## src/rtl/cv32e41s_pkg.sv

```systemverilog
// Shared definitions for the security-flag controller: FSM state encoding,
// minor-counter limit and its saturating increment.
package cv32e41s_pkg;

    // Every pair of encodings differs in at least two bits, so a single
    // upset cannot move the FSM into another legal state.
    typedef enum logic [2:0] {
        IDLE   = 3'b000,
        CHECK  = 3'b011,
        COMMIT = 3'b101,
        ALERT  = 3'b110
    } sec_flag_state_e;

    localparam logic [1:0] SEC_FLAG_MINOR_MAX = 2'd3;

    function automatic logic [1:0] sec_flag_sat_inc(input logic [1:0] cnt);
        return (cnt == SEC_FLAG_MINOR_MAX) ? cnt : cnt + 2'd1;
    endfunction

endpackage

```

## src/rtl/cv32e41s_sec_flag_cell.sv

```systemverilog
// One hardened flag: primary flop (resets to 1) with an optional inverted
// shadow flop (resets to 0), present when CV32E41S_SEC_FLAG_SHADOW_EN is defined.
module cv32e41s_sec_flag_cell (
    input  logic clk,
    input  logic rst_n,
    input  logic we_i,
    input  logic data_i,
    output logic flag_o,
    output logic mismatch_o
);

    logic primary_q;

    always_ff @(posedge clk or negedge rst_n) begin
        if (!rst_n) begin
            primary_q <= 1'b1;
        end else if (we_i) begin
            primary_q <= data_i;
        end
    end

`ifdef CV32E41S_SEC_FLAG_SHADOW_EN
    logic shadow_q;

    always_ff @(posedge clk or negedge rst_n) begin
        if (!rst_n) begin
            shadow_q <= 1'b0;
        end else if (we_i) begin
            shadow_q <= ~data_i;
        end
    end

    // Healthy cells always hold complementary values.
    assign mismatch_o = (primary_q == shadow_q);
`else
    assign mismatch_o = 1'b0;
`endif

    assign flag_o = primary_q;

endmodule

```

## src/rtl/cv32e41s_sec_flag_ctrl.sv

```systemverilog
// Security flag bank controller: free locking, keyed clearing, minor-reject
// escalation and shadow integrity checking (CV32E41S_SEC_FLAG_SHADOW_EN).
module cv32e41s_sec_flag_ctrl
    import cv32e41s_pkg::*;
#(
    parameter int          NUM_FLAGS  = 4,
    parameter logic [7:0]  UNLOCK_KEY = 8'h5A,
    parameter int          IDX_W      = 4
) (
    input  logic                 clk,
    input  logic                 rst_n,
    // Handshake: a write transfers on the rising edge where wr_valid_i and
    // wr_ready_o are both high; ready is high only in IDLE.
    input  logic                 wr_valid_i,
    output logic                 wr_ready_o,
    input  logic [IDX_W-1:0]     wr_idx_i,
    input  logic                 wr_data_i,
    input  logic [7:0]           wr_key_i,
    output logic [NUM_FLAGS-1:0] flags_o,
    output logic                 busy_o,
    output logic                 alert_minor_o,
    output logic                 alert_major_o
);

    localparam logic [IDX_W:0] NUM_FLAGS_L = (IDX_W+1)'(NUM_FLAGS);

    sec_flag_state_e       state_q;
    logic [IDX_W-1:0]      idx_q;
    logic                  data_q;
    logic [7:0]            key_q;
    logic [1:0]            minor_cnt_q;
    logic                  alert_minor_q;
    logic [1:0]            minor_cnt_inc;

    logic [NUM_FLAGS-1:0]  flag_val;
    logic [NUM_FLAGS-1:0]  mismatch;
    logic                  integrity_err;
    logic                  reject;

    assign integrity_err = |mismatch;
    assign reject        = ({1'b0, idx_q} >= NUM_FLAGS_L) ||
                           (!data_q && (key_q != UNLOCK_KEY));
    assign minor_cnt_inc = sec_flag_sat_inc(minor_cnt_q);

    always_ff @(posedge clk or negedge rst_n) begin
        if (!rst_n) begin
            state_q       <= IDLE;
            idx_q         <= '0;
            data_q        <= 1'b1;
            key_q         <= '0;
            minor_cnt_q   <= '0;
            alert_minor_q <= 1'b0;
        end else begin
            alert_minor_q <= 1'b0;
            // An integrity failure overrides any write in flight.
            if (state_q != ALERT && integrity_err) begin
                state_q <= ALERT;
            end else begin
                case (state_q)
                    IDLE: begin
                        if (wr_valid_i) begin
                            idx_q   <= wr_idx_i;
                            data_q  <= wr_data_i;
                            key_q   <= wr_key_i;
                            state_q <= CHECK;
                        end
                    end
                    CHECK: begin
                        if (reject) begin
                            alert_minor_q <= 1'b1;
                            minor_cnt_q   <= minor_cnt_inc;
                            state_q       <= (minor_cnt_inc == SEC_FLAG_MINOR_MAX) ? ALERT : IDLE;
                        end else begin
                            state_q <= COMMIT;
                        end
                    end
                    COMMIT:  state_q <= IDLE;
                    ALERT:   state_q <= ALERT;
                    // Illegal encodings fail safe.
                    default: state_q <= ALERT;
                endcase
            end
        end
    end

    for (genvar i = 0; i < NUM_FLAGS; i++) begin : gen_cell
        logic we;
        assign we = (state_q == COMMIT) && !integrity_err && (idx_q == IDX_W'(i));

        cv32e41s_sec_flag_cell u_cell (
            .clk        (clk),
            .rst_n      (rst_n),
            .we_i       (we),
            .data_i     (data_q),
            .flag_o     (flag_val[i]),
            .mismatch_o (mismatch[i])
        );
    end

    assign wr_ready_o    = (state_q == IDLE);
    assign busy_o        = (state_q == CHECK) || (state_q == COMMIT);
    assign alert_minor_o = alert_minor_q;
    assign alert_major_o = (state_q == ALERT);
    assign flags_o       = (state_q == ALERT) ? {NUM_FLAGS{1'b1}} : flag_val;

endmodule

```

## config.mk

```make
export PLATFORM = sky130hd
export DESIGN_NAME = cv32e41s_sec_flag_ctrl
export DESIGN_NICKNAME = d
export VERILOG_FILES = /design/src/rtl/cv32e41s_pkg.sv /design/src/rtl/cv32e41s_sec_flag_cell.sv /design/src/rtl/cv32e41s_sec_flag_ctrl.sv
export SDC_FILE = /design/constraint.sdc
export NUM_CORES = 1
export LEC_CHECK = 0
export CAP_MARGIN = 5
export CORE_AREA = 2 2 52 54
export DETAILED_ROUTE_END_ITERATION = 8
export DIE_AREA = 0 0 54 56
export MAX_ROUTING_LAYER = met4
export PLACE_DENSITY = 0.76
export SLEW_MARGIN = 20
export SYNTH_ARGS = -nofsm -noshare
export SYNTH_HDL_FRONTEND = slang
export SYNTH_HIERARCHICAL = 1
export SYNTH_SLANG_ARGS = --single-unit
```

## constraint.sdc

```tcl
create_clock -name clk -period 1.88 [get_ports clk]
set_input_delay 0.376 -clock clk [delete_from_list [all_inputs] [get_ports clk]]
set_output_delay 0.376 -clock clk [all_outputs]
set_load 0.03 [all_outputs]
```

---- After elaboration in Yosys (flattened, before gate mapping) ----
Cells that the tools add are included.
storage, ports and cells
  input bits .............................. 16
  logic and storage cells ................. 42
  register bits after elaboration ......... 23
operators by class
  reductions and logical operators ........ 12
  equal/unequal tests ..................... 10
  add/sub/neg operators ................... 1
  magnitude comparators ................... 1
  mux-type cells .......................... 8
operators with widths
  kind                 number
  $mux 3               3
  $pmux 3 s3           1
  $eq 4x2->1 const B   2
  $ne 8x7->1 const B   1
  $eq 3x3->1 const B   2
  $logic_and 1x1->1    5
  $eq 2x2->1 const B   2
  $eq 4x1->1 const B   1
  $ge 4x3->1 const B   1
  $logic_not 4->1      1
  $mux 4               1
  $reduce_and 2->1     2
  $eq 3x2->1 const B   1
  $logic_not 3->1      1
  $add 2x1->2 const B  1
  $logic_or 1x1->1     2
  $mux 1               2
  $mux 2               1
  $ne 2x2->1 const B   1
  $logic_not 1->1      1

---- Logic depth before layout (Yosys ltp) ----
Gate-level depths: netlist of the first run.
  depth after elaboration ................. 6
  mapped depth ............................ 6
  gate-level depth less buffers ........... 5

---- Modules after synthesis ----
The synthesis of the first run kept the hierarchy.
by module, submodules not included
  module                  times used  area an instance (µm²)  cells each
  cv32e41s_sec_flag_ctrl  1           974.7                   74
  cv32e41s_sec_flag_cell  4           52.6                    4

---- Worst setup path before layout of the first run ----
OpenSTA, ideal clock, no wires.
  path kind ............................... reg2reg
  start ................................... reg state_q[0]
  end ..................................... reg idx_q[3]
  path slack .............................. 66 ps
  setup time .............................. 125 ps
  period minus slack after synthesis ...... 1814 ps
  data arrival time ....................... 1689 ps
  cell stages (with the launch flop) ...... 6
  path buffers ............................ 2
  cells stage by stage .................... dfrtp_1 -> buf_6 -> nor3_2 -> nand3_4 -> buf_6 -> mux2_4
on the way
  word-level cells in the longest chain between the ends .. 2
ends and longest elaborated chain
  what                               line                          text
  start, declared                    cv32e41s_sec_flag_ctrl.sv:27  sec_flag_state_e state_q;
  start signal, assigned             cv32e41s_sec_flag_ctrl.sv:72  state_q <= (minor_cnt_inc == SEC_FLAG_MINOR_MAX) ? ALERT : IDLE;
  $logic_not 3->1                    -
  via wr_ready_o                     cv32e41s_sec_flag_ctrl.sv:15  output logic wr_ready_o,
  $reduce_and 2->1 (no source line)  -
  end signal, assigned               cv32e41s_sec_flag_ctrl.sv:62  idx_q <= wr_idx_i;
  end, declared                      cv32e41s_sec_flag_ctrl.sv:28  logic [IDX_W-1:0] idx_q;
The timed path passes the listed nets, and every way through them passes these cells.
A chain may end at the register's enable or synchronous reset.

---- Worst setup path after layout of the first run ----
  start ................................... reg state_q[2]
  end ..................................... out busy_o
on the way
  word-level cells in the longest chain between the ends .. 2
  elaborated cells on any way between the ends .. 3
  classes of those cells .................. 2 x eq/ne; 1 x reduce/logical
ends and longest elaborated chain
  what                                             line                           text
  $eq 3x2->1 / $eq 3x3->1 (equally long branches)  cv32e41s_sec_flag_ctrl.sv:101  assign busy_o = (state_q == CHECK) || (state_q == COMMIT);
  $logic_or 1x1->1 (*)                             cv32e41s_sec_flag_ctrl.sv:101
  end, declared                                    cv32e41s_sec_flag_ctrl.sv:20   output logic busy_o,
Every way passes the cells marked *; elsewhere a longest branch is shown, timed or not.

==> results by group, run 1 <==
Logic synthesis
  – Mapped Area: roughly 1200 µm²
  – Post-synthesis sequential area ratio: 0.491
  – Synth cell types: 32
  – Syn nets: roughly 110
  – Syn Inst Count: 90
  – Synth area leader: dfrtp_1
  – Average cell area after synthesis: 13.2 µm²
  – Post-synth top area share: 0.380
  – YS warnings: 6
  – Synth area leaders: dfrtp_1, mux2_4, dfstp_2
  – Synthesized flop and latch total: 23

Setup path
  – Arrival time worst endpoint: 1.41 ns
  – Crit-path max cell delay: ~0.47 ns
  – Startpoint Class: register
  – Crit path buf inv count: 1
  – Worst setup EP type: primary output
  – Crit path max-delay family: flip-flops
  – CP max FO: 8
  – Crit-path cells: nand2b_1 > a21boi_0 > buf_4
  – Slowest cell on crit path: dfrtp_2
  – R2R Setup Slk: 0.33 ns
  – Critical setup path kind: register to primary output
  – CP Data Required Time: 1.50 ns

Placement
  – Hpwl dp: 1400 µm
  – GP Congestion: 0.821
  – PortBufs: 23

Cells and area
  – Layout cells sized above 1: 0.395
  – Area growth from synthesis to layout: 20.6%
  – Commonest non-fill, non-tap cells in the layout: dfrtp_1, clkdlybuf4s50_1, mux2_4
  – Fin nets: between 100 and 150
  – Diodes inserted: 0

Clock tree
  – H-tree depth: 1
  – CTS Hold Bufs: 0
  – CTS buffer count: 3
  – CTS Sinks: 23
  – CTS tree: yes
  – Clock-pin transition on the worst setup and hold timing paths: 0.12 ns
  – CTS root buffer: clkbuf_4
  – Longest Clk Path Bufs: 2
  – Clk Latency, worst-skew pair: 0.30 ns

STA
  – RSZ-0062 raised after global routing: false
  – Max frequency: 561 MHz
  – # setup viols final: 0
  – Worst hold slack: 0.400 ns
  – Crit share post-route: 0.949
  – Skew final: 0.00495 ns
  – Hold violation count in the final report: 0
  – Final Max Tran Viols: 0
  – Setup TNS: 0 ns
  – Post-layout min period: 1.78 ns

Floorplan
  – Starting Density: 0.487
  – Row Count: 18
  – CORE AREA: 2430 µm²
  – Die Span X: between 50 and 60 µm
  – Die height: 56 µm
  – # IOs: 24
  – Die area: 3020 µm²

Detailed routing
  – WL/cell: 12.9 µm
  – DRC viols: 0
  – Metal3 WL: 94 µm
  – DRT Wirelength: 1860 µm
  – Routed wl met2: 866 µm
  – DRT iter0 DRCs: 17
  – Via count: 738
  – Routed Antenna Nets: 0
  – DR pass1 iterations: 4
  – Via-to-Cell Ratio: 5.13
  – Met1 Wirelength: 862 µm
  – Max layer used: met4

Worst hold path
  – Worst min-delay path category: primary input to asynchronous set/reset pin

Pwr
  – Power Dens Cells: 537 nW/µm²
  – Leak pwr: 0.663 nW
  – Worst ir drop on vdd: between 300 and 400 µV

GRT
  – Initial antenna violation count: 0
  – First-pass GRT wire length: 3220 µm
  – Grt total ovfl: 0
  – Pin count of the biggest net entering global routing: 24
  – Vias in the first global route: between 700 and 800
  – GRT Util Overall: 0.149

Job
  – Max_cap viols: 0

Run status
  – Outcome: finished clean
-- state kept, by name, indices dropped and copies added, names as in the netlist --
name	flops
minor_cnt_q	2
idx_q	4
alert_minor_o	1
key_q	8
state_q	3
gen_cell.u_cell/flag_o	4
data_q	1
-- kinds of logic after synthesis --
kind of cell           count (synthesis)  synth area share
other                                  4            0.0127
AO/OA/AOI/OAI                          9            0.0549
flip-flops                            23             0.491
AND/OR/NAND/NOR                       28             0.178
multiplexers                          18             0.212
buffers and inverters                  8            0.0507
-- where the power goes --
group / switching (mW) / leakage, nW / internal [mW] / total, mW
logic: 0.0187 / 0.353 / 0.0301 / 0.0488
clock network: 0.143 / 0.0177 / 0.0793 / 0.223
registers: 0 / 0.292 / 0.495 / 0.495
-- timing repair --
item                                   CTS  global route
setup buffers                            0             0
setup endpoints to repair                4             5
resized for setup                        6             6
endpoints found under the hold margin    0             0
-- worst reg2reg max path, stage by stage (launching register included) --
cell and delay (ns):
dfrtp_1 0.41, and4bb_2 0.29, a21oi_1 0.11, o31a_2 0.32
mux2_1 0.31
-- final timing paths --
kind                                 from                   endpoint  depth (start not counted)
setup / recovery               state_q[2]                     busy_o                          3
hold / removal                      rst_n                   key_q[2]                          2
setup reg to reg                 key_q[2]             minor_cnt_q[0]                          4
hold reg to reg            minor_cnt_q[1]             minor_cnt_q[1]                          1
max in group asynchronous           rst_n  gen_cell[0].u_cell/flag_o                          2
min in group clk           minor_cnt_q[1]             minor_cnt_q[1]                          1
-- cell usage after synthesis (all sizes together) --
cell type,n
a21boi,1
a21o,1
a21oi,1
a31o,1
and3,2
and4bb,2
buf,6
conb,4
dfrtp,18
dfstp,5
inv,2
mux2,18
nand2b,7
nand3,2
nand3b,1
nand4,2
nor2,3
nor2b,2
nor3,3
nor3b,2
nor4,2
o21ai,2
o221ai,1
o31a,1
o31ai,1
-- layer usage --
metal / track usage / vias up
met1: 0.186 / 356
li1: - / 359
met3: 0.0242 / 4
met2: 0.228 / 19
met5: - / -
met4: 0.0750 / 0
-- stage by stage --
stage	cells	setup WS [ns]	total power, mW	area (µm²)	util
3_3_place_gp	140	0.110	0.553	1420	0.582
5_1_grt	144	0.0117	0.804	1430	0.587
6_report	144	0.0966	0.767	1430	0.587
4_1_cts	144	0.00328	0.773	1440	0.592
2_1_floorplan	90	0.0655	0.516	1180	-
3_5_place_dp	140	0.0571	0.554	1420	0.582
-- final cells by class --
class / count / area, µm²
clock buffers: 3 / 22.5
repair buffers: 26 / 229
well taps: 30 / 37.5
flip-flops and latches: 23 / 584
clock inverters: 1 / 5.00
fillers: 197 / 1000
inverters: 2 / 7.51
multi-input cells: 59 / 543
Note: power is estimated with default switching activity, not from simulation.
==> run 2, diff against run 1 <==
--- a/config.mk
+++ b/config.mk
@@ -6,11 +6,10 @@
 export NUM_CORES = 1
 export LEC_CHECK = 0
 export CAP_MARGIN = 5
-export CORE_AREA = 2 2 52 54
+export CORE_AREA = 2 2 66 68
 export DETAILED_ROUTE_END_ITERATION = 8
-export DIE_AREA = 0 0 54 56
+export DIE_AREA = 0 0 68 70
 export MAX_ROUTING_LAYER = met4
-export PLACE_DENSITY = 0.76
 export SLEW_MARGIN = 20
 export SYNTH_ARGS = -nofsm -noshare
 export SYNTH_HDL_FRONTEND = slang
==> run 2 against run 1 <==
Design area grew 4.3%. Largest power group unchanged. Routed wire length increased by 6.5%. Utilization fell by 23 points. Non-clock buffer count increased by 1. Via count shrank 1.4%. Hold slack better by 0.067 ns. Setup slack lost 0.048 ns. Sequential power barely moved. Register-to-register slack got worse by 0.04 ns. Clock skew is 0.0043 ns lower.
==> results by group, run 2 (synthesis results as in run 1) <==
GRT
  – GRT Util Overall: 0.0966
  – Grt total ovfl: 0
  – First-pass GRT wire length: 3340 µm
  – Initial antenna violation count: 0
  – Pin count of the biggest net entering global routing: 24
  – Vias in the first global route: 720

Setup path
  – Critical setup path kind: register to primary output
  – CP Data Required Time: 1.50 ns
  – Startpoint Class: register
  – Arrival time worst endpoint: 1.46 ns
  – CP max FO: 6
  – Worst setup EP type: primary output

Detailed routing
  – WL/cell: between 10 and 15 µm
  – Via-to-Cell Ratio: 4.36
  – DRT Wirelength: ~2000 µm
  – Via count: 728
  – DR pass1 iterations: 4
  – Routed Antenna Nets: 0
  – DRC viols: 0
  – DRT iter0 DRCs: 6

STA
  – Max frequency: 546 MHz
  – Setup TNS: 0 ns
  – # setup viols final: 0
  – Hold violation count in the final report: 0
  – Final Max Tran Viols: 0
  – RSZ-0062 raised after global routing: false
  – Final WS setup: 0.0488 ns
  – Post-layout min period: 1.83 ns
  – Crit share post-route: 0.974
  – Skew final: 0.000667 ns

Clock tree
  – CTS Sinks: 23
  – Clk Latency, worst-skew pair: 0.26 ns
  – CTS tree: yes
  – Clock-pin transition on the worst setup and hold timing paths: 0.08 ns
  – CTS root buffer: clkbuf_8
  – H-tree depth: 1
  – Longest Clk Path Bufs: 2
  – CTS resizes: 2
  – CTS buffer count: 3
  – Setup repair bufs after CTS: 0
  – CTS Hold Bufs: 0

Cells and area
  – Largest Register: key_q
  – Fin nets: roughly 130
  – Area growth from synthesis to layout: 25.8%
  – Leading cell type in the layout, fill and taps excluded: dfrtp_1
  – Largest register FFs: 8
  – Layout cells sized above 1: 0.374
  – Diodes inserted: 0
  – Commonest non-fill, non-tap cells in the layout: dfrtp_1, clkdlybuf4s50_1, mux2_4

Pwr
  – Power Dens Cells: roughly 560 nW/µm²
  – Leak pwr: 0.671 nW
  – Worst ir drop on vdd: 356 µV

Placement
  – Hpwl dp: 1520 µm
  – GP Congestion: 0.844
  – Place WS: 0.0740 ns
  – PortBufs: 23

Floorplan
  – Starting Density: 0.286
  – Die area: 4760 µm²
  – # IOs: 24
  – Die height: around 70 µm
  – Die Span X: 68 µm
  – Row Count: 24
  – CORE AREA: 4140 µm²

Job
  – Max_cap viols: 0

Worst hold path
  – Worst min-delay path category: primary input to asynchronous set/reset pin

Run status
  – Outcome: finished clean
run 2: per-stage QoR:
| step | util | area [µm²] | total power, mW | hold WS, ns | instances |
|---|---|---|---|---|---|
| floorplan | - | 1180 | 0.516 | 0.0804 | 90 |
| global placement | 0.349 | 1450 | 0.554 | 0.474 | 163 |
| detailed placement | 0.349 | 1450 | 0.554 | 0.491 | 163 |
| CTS | 0.359 | 1490 | 0.856 | 0.472 | 167 |
| global route | 0.360 | 1490 | 0.890 | 0.477 | 167 |
| finish | 0.360 | 1490 | 0.841 | 0.467 | 167 |
run 2: path summary, 6_finish.rpt:
check / startpoint / cells after the start / endpoint / slack [ns]
setup / recovery: state_q[1] / 4 / busy_o / 0.05
hold / removal: rst_n / 2 / alert_minor_o / 0.47
setup reg to reg: state_q[1] / 5 / gen_cell[2].u_cell/flag_o / 0.29
hold reg to reg: minor_cnt_q[0] / 1 / minor_cnt_q[1] / 0.51
max in group asynchronous: rst_n / 2 / gen_cell[0].u_cell/flag_o / 1.13
min in group clk: minor_cnt_q[0] / 1 / minor_cnt_q[1] / 0.51
run 2: layer usage:
metal  global-route usage  part of all wire  vias up  routed length [µm]
met5                    -                 0        -                   0
met4               0.0467             0.014        0                  27
met3               0.0145             0.028        2                  55
met2                0.141              0.47       15                 924
met1                0.129              0.49      348                 972
li1                     -                 -      363                   -
run 2: final cells by class:
type,instances,area [µm²]
fill,411,2650
sequential,23,582
multi-input combinational,59,543
timing repair buffer,27,246
tap,52,65.1
clock buffer,3,41.3
inverter,2,7.51
clock inverter,1,5.00
run 2: report_power, final:
group / internal, mW / leakage (nW) / total, mW / switching (mW)
logic: 0.0302 / 0.353 / 0.0491 / 0.0189
clock network: 0.148 / 0.0255 / 0.297 / 0.149
registers: 0.495 / 0.293 / 0.495 / 0
total: 0.672 / 0.671 / 0.841 / 0.168
run 2: worst max-delay path, cell delays in order, from the launching register on:
cell and delay, ns:
dfrtp_1 0.41, buf_4 0.16, nand2b_1 0.16, a21boi_0 0.25
buf_4 0.21
==> run 3, diff against run 2 <==
--- a/config.mk
+++ b/config.mk
@@ -6,10 +6,13 @@
 export NUM_CORES = 1
 export LEC_CHECK = 0
 export CAP_MARGIN = 5
+export CELL_PAD_IN_SITES_DETAIL_PLACEMENT = 2
+export CELL_PAD_IN_SITES_GLOBAL_PLACEMENT = 2
 export CORE_AREA = 2 2 66 68
 export DETAILED_ROUTE_END_ITERATION = 8
 export DIE_AREA = 0 0 68 70
 export MAX_ROUTING_LAYER = met4
+export PLACE_DENSITY_LB_ADDON = 0.1
 export SLEW_MARGIN = 20
 export SYNTH_ARGS = -nofsm -noshare
 export SYNTH_HDL_FRONTEND = slang
==> run 3 against run 2 <==
Sequential power barely moved. Flip-flop and latch count did not move. Non-clock buffer count fell by 2. Hold slack got worse by 0.0039 ns. Die area did not move. Setup slack improved by 0.093 ns. Critical endpoint unchanged. Largest cell class unchanged.
==> results by group, run 3 (synthesis results as in run 1) <==
Floorplan
  – Die area: 4760 µm²
  – Die Span X: 68 µm
  – Starting Density: 0.286
  – Row Count: 24
  – Die height: 70 µm
  – # IOs: 24
  – CORE AREA: between 4000 and 5000 µm²

Detailed routing
  – WL/cell: 13.7 µm
  – DRT Wirelength: 2260 µm
  – DRT iter0 DRCs: 29
  – Routed Antenna Nets: 0
  – DR pass1 iterations: 3
  – Via count: 761
  – Via-to-Cell Ratio: between 4 and 5
  – DRC viols: 0

Pwr
  – Power Dens Cells: 583 nW/µm²
  – Internal power: 673 µW
  – Sequential power share: 0.577
  – Clock share of power: 0.365
  – Combinational share of power: 0.058
  – Sw Share: 0.215
  – Worst ir drop on vdd: 251 µV
  – Leak pwr: 0.663 nW
  – Total net switching power: approximately 180 µW
  – Final Total Pwr: approximately 860 µW

Setup path
  – Startpoint Class: register
  – Worst reg2reg startpoint: state_q[2]
  – CP max FO: 8
  – Worst setup EP type: primary output
  – Arrival time worst endpoint: 1.36 ns
  – CP Data Required Time: 1.50 ns
  – Crit path from: state_q[2]
  – Critical setup path kind: register to primary output

Clock tree
  – CTS tree: yes
  – Clk Latency, worst-skew pair: 0.27 ns
  – CTS root buffer: clkbuf_8
  – Longest Clk Path Bufs: 2
  – Setup repair bufs after CTS: 0
  – CTS buffer count: 3
  – CTS Sinks: 23
  – H-tree depth: 1
  – Clock-pin transition on the worst setup and hold timing paths: 0.08 ns

STA
  – Hold violation count in the final report: 0
  – Skew final: 0.00291 ns
  – Final Max Tran Viols: 0
  – # setup viols final: 0
  – Crit share post-route: 0.924
  – Setup TNS: 0 ns
  – Post-layout min period: 1.74 ns
  – Max frequency: 575 MHz
  – RSZ-0062 raised after global routing: false

Cells and area
  – Final instance area: 1470 µm²
  – Commonest non-fill, non-tap cells in the layout: dfrtp_1, clkdlybuf4s50_1, mux2_4
  – Layout cells sized above 1: 0.381
  – Largest Register: key_q
  – Leading cell type in the layout, fill and taps excluded: dfrtp_1
  – FF/Latch Area: 582 µm²
  – Largest register FFs: 8
  – Final Non-Filler Cells: between 150 and 200
  – Diodes inserted: 0
  – Area growth from synthesis to layout: 24.2%
  – Post-Route Utilization: 0.355
  – Fill cell count: 440
  – Multi-input gate area: 543 µm²
  – Fin nets: 130

GRT
  – Grt total ovfl: 0
  – GR Util met3: 0.0258
  – First-pass GRT wire length: 3900 µm
  – Pin count of the biggest net entering global routing: 24
  – Vias in the first global route: 782
  – GRT Max-Usage Layer: met1
  – GRT Util Overall: 0.113
  – Initial antenna violation count: 0
  – Met2 Use GR: 0.160
  – M1 GR Usage: 0.160

Worst hold path
  – Worst min-delay path category: primary input to asynchronous set/reset pin

Run status
  – Outcome: finished clean

Placement
  – Placed Cells: 161
  – PortBufs: 23
  – DP Area: 1430 µm²
  – GP Congestion: 0.679
  – Hpwl dp: around 1700 µm

Job
  – Max_cap viols: 0
-- run 3: final cells by class --
class,instances,share of cell area
flip-flops and latches,23,0.395
multi-input cells,59,0.369
repair buffers,25,0.155
well taps,52,0.0442
clock buffers,3,0.0281
inverters,2,0.00510
clock inverters,1,0.00340
-- run 3: layer usage --
layer	routed length, µm	share of wire
met1	1060	0.47
met2	1050	0.46
met3	116	0.051
met4	36	0.016
met5	0	0
-- run 3: stage by stage --
step / setup slack (ns) / hold slack (ns)
detailed placement: 0.220 / 0.489
floorplan: 0.0655 / 0.0804
global route: 0.0474 / 0.486
global placement: 0.232 / 0.472
finish: 0.142 / 0.463
CTS: 0.0715 / 0.476
-- run 3: timing repair --
item,CTS,global route
gates resized for setup,0,1
hold buffers,0,0
setup endpoints to repair,0,1
-- run 3: power groups by stage --
stage	Clock, mW	Combinational (mW)	Sequential [mW]
floorplan	0	0.0120	0.504
global placement	0	0.0504	0.504
detailed placement	0	0.0511	0.504
CTS	0.330	0.0514	0.495
global route	0.348	0.0554	0.495
finish	0.313	0.0498	0.495
-- run 3: path summary, 6_finish.rpt --
path / end / slack, ns / cells past startpoint
min reg2reg: key_q[3] / 0.51 / 1
max reg2reg: gen_cell[2].u_cell/flag_o / 0.30 / 4
min in group clk: key_q[3] / 0.51 / 1
max: busy_o / 0.14 / 3
max in group asynchronous: data_q / 1.14 / 2
min: state_q[0] / 0.46 / 2
-- run 3: critical path, stage by stage (launching register included) --
cell and delay [ns]:
dfrtp_1 0.47, nand2b_1 0.20, a21boi_1 0.22, buf_4 0.20
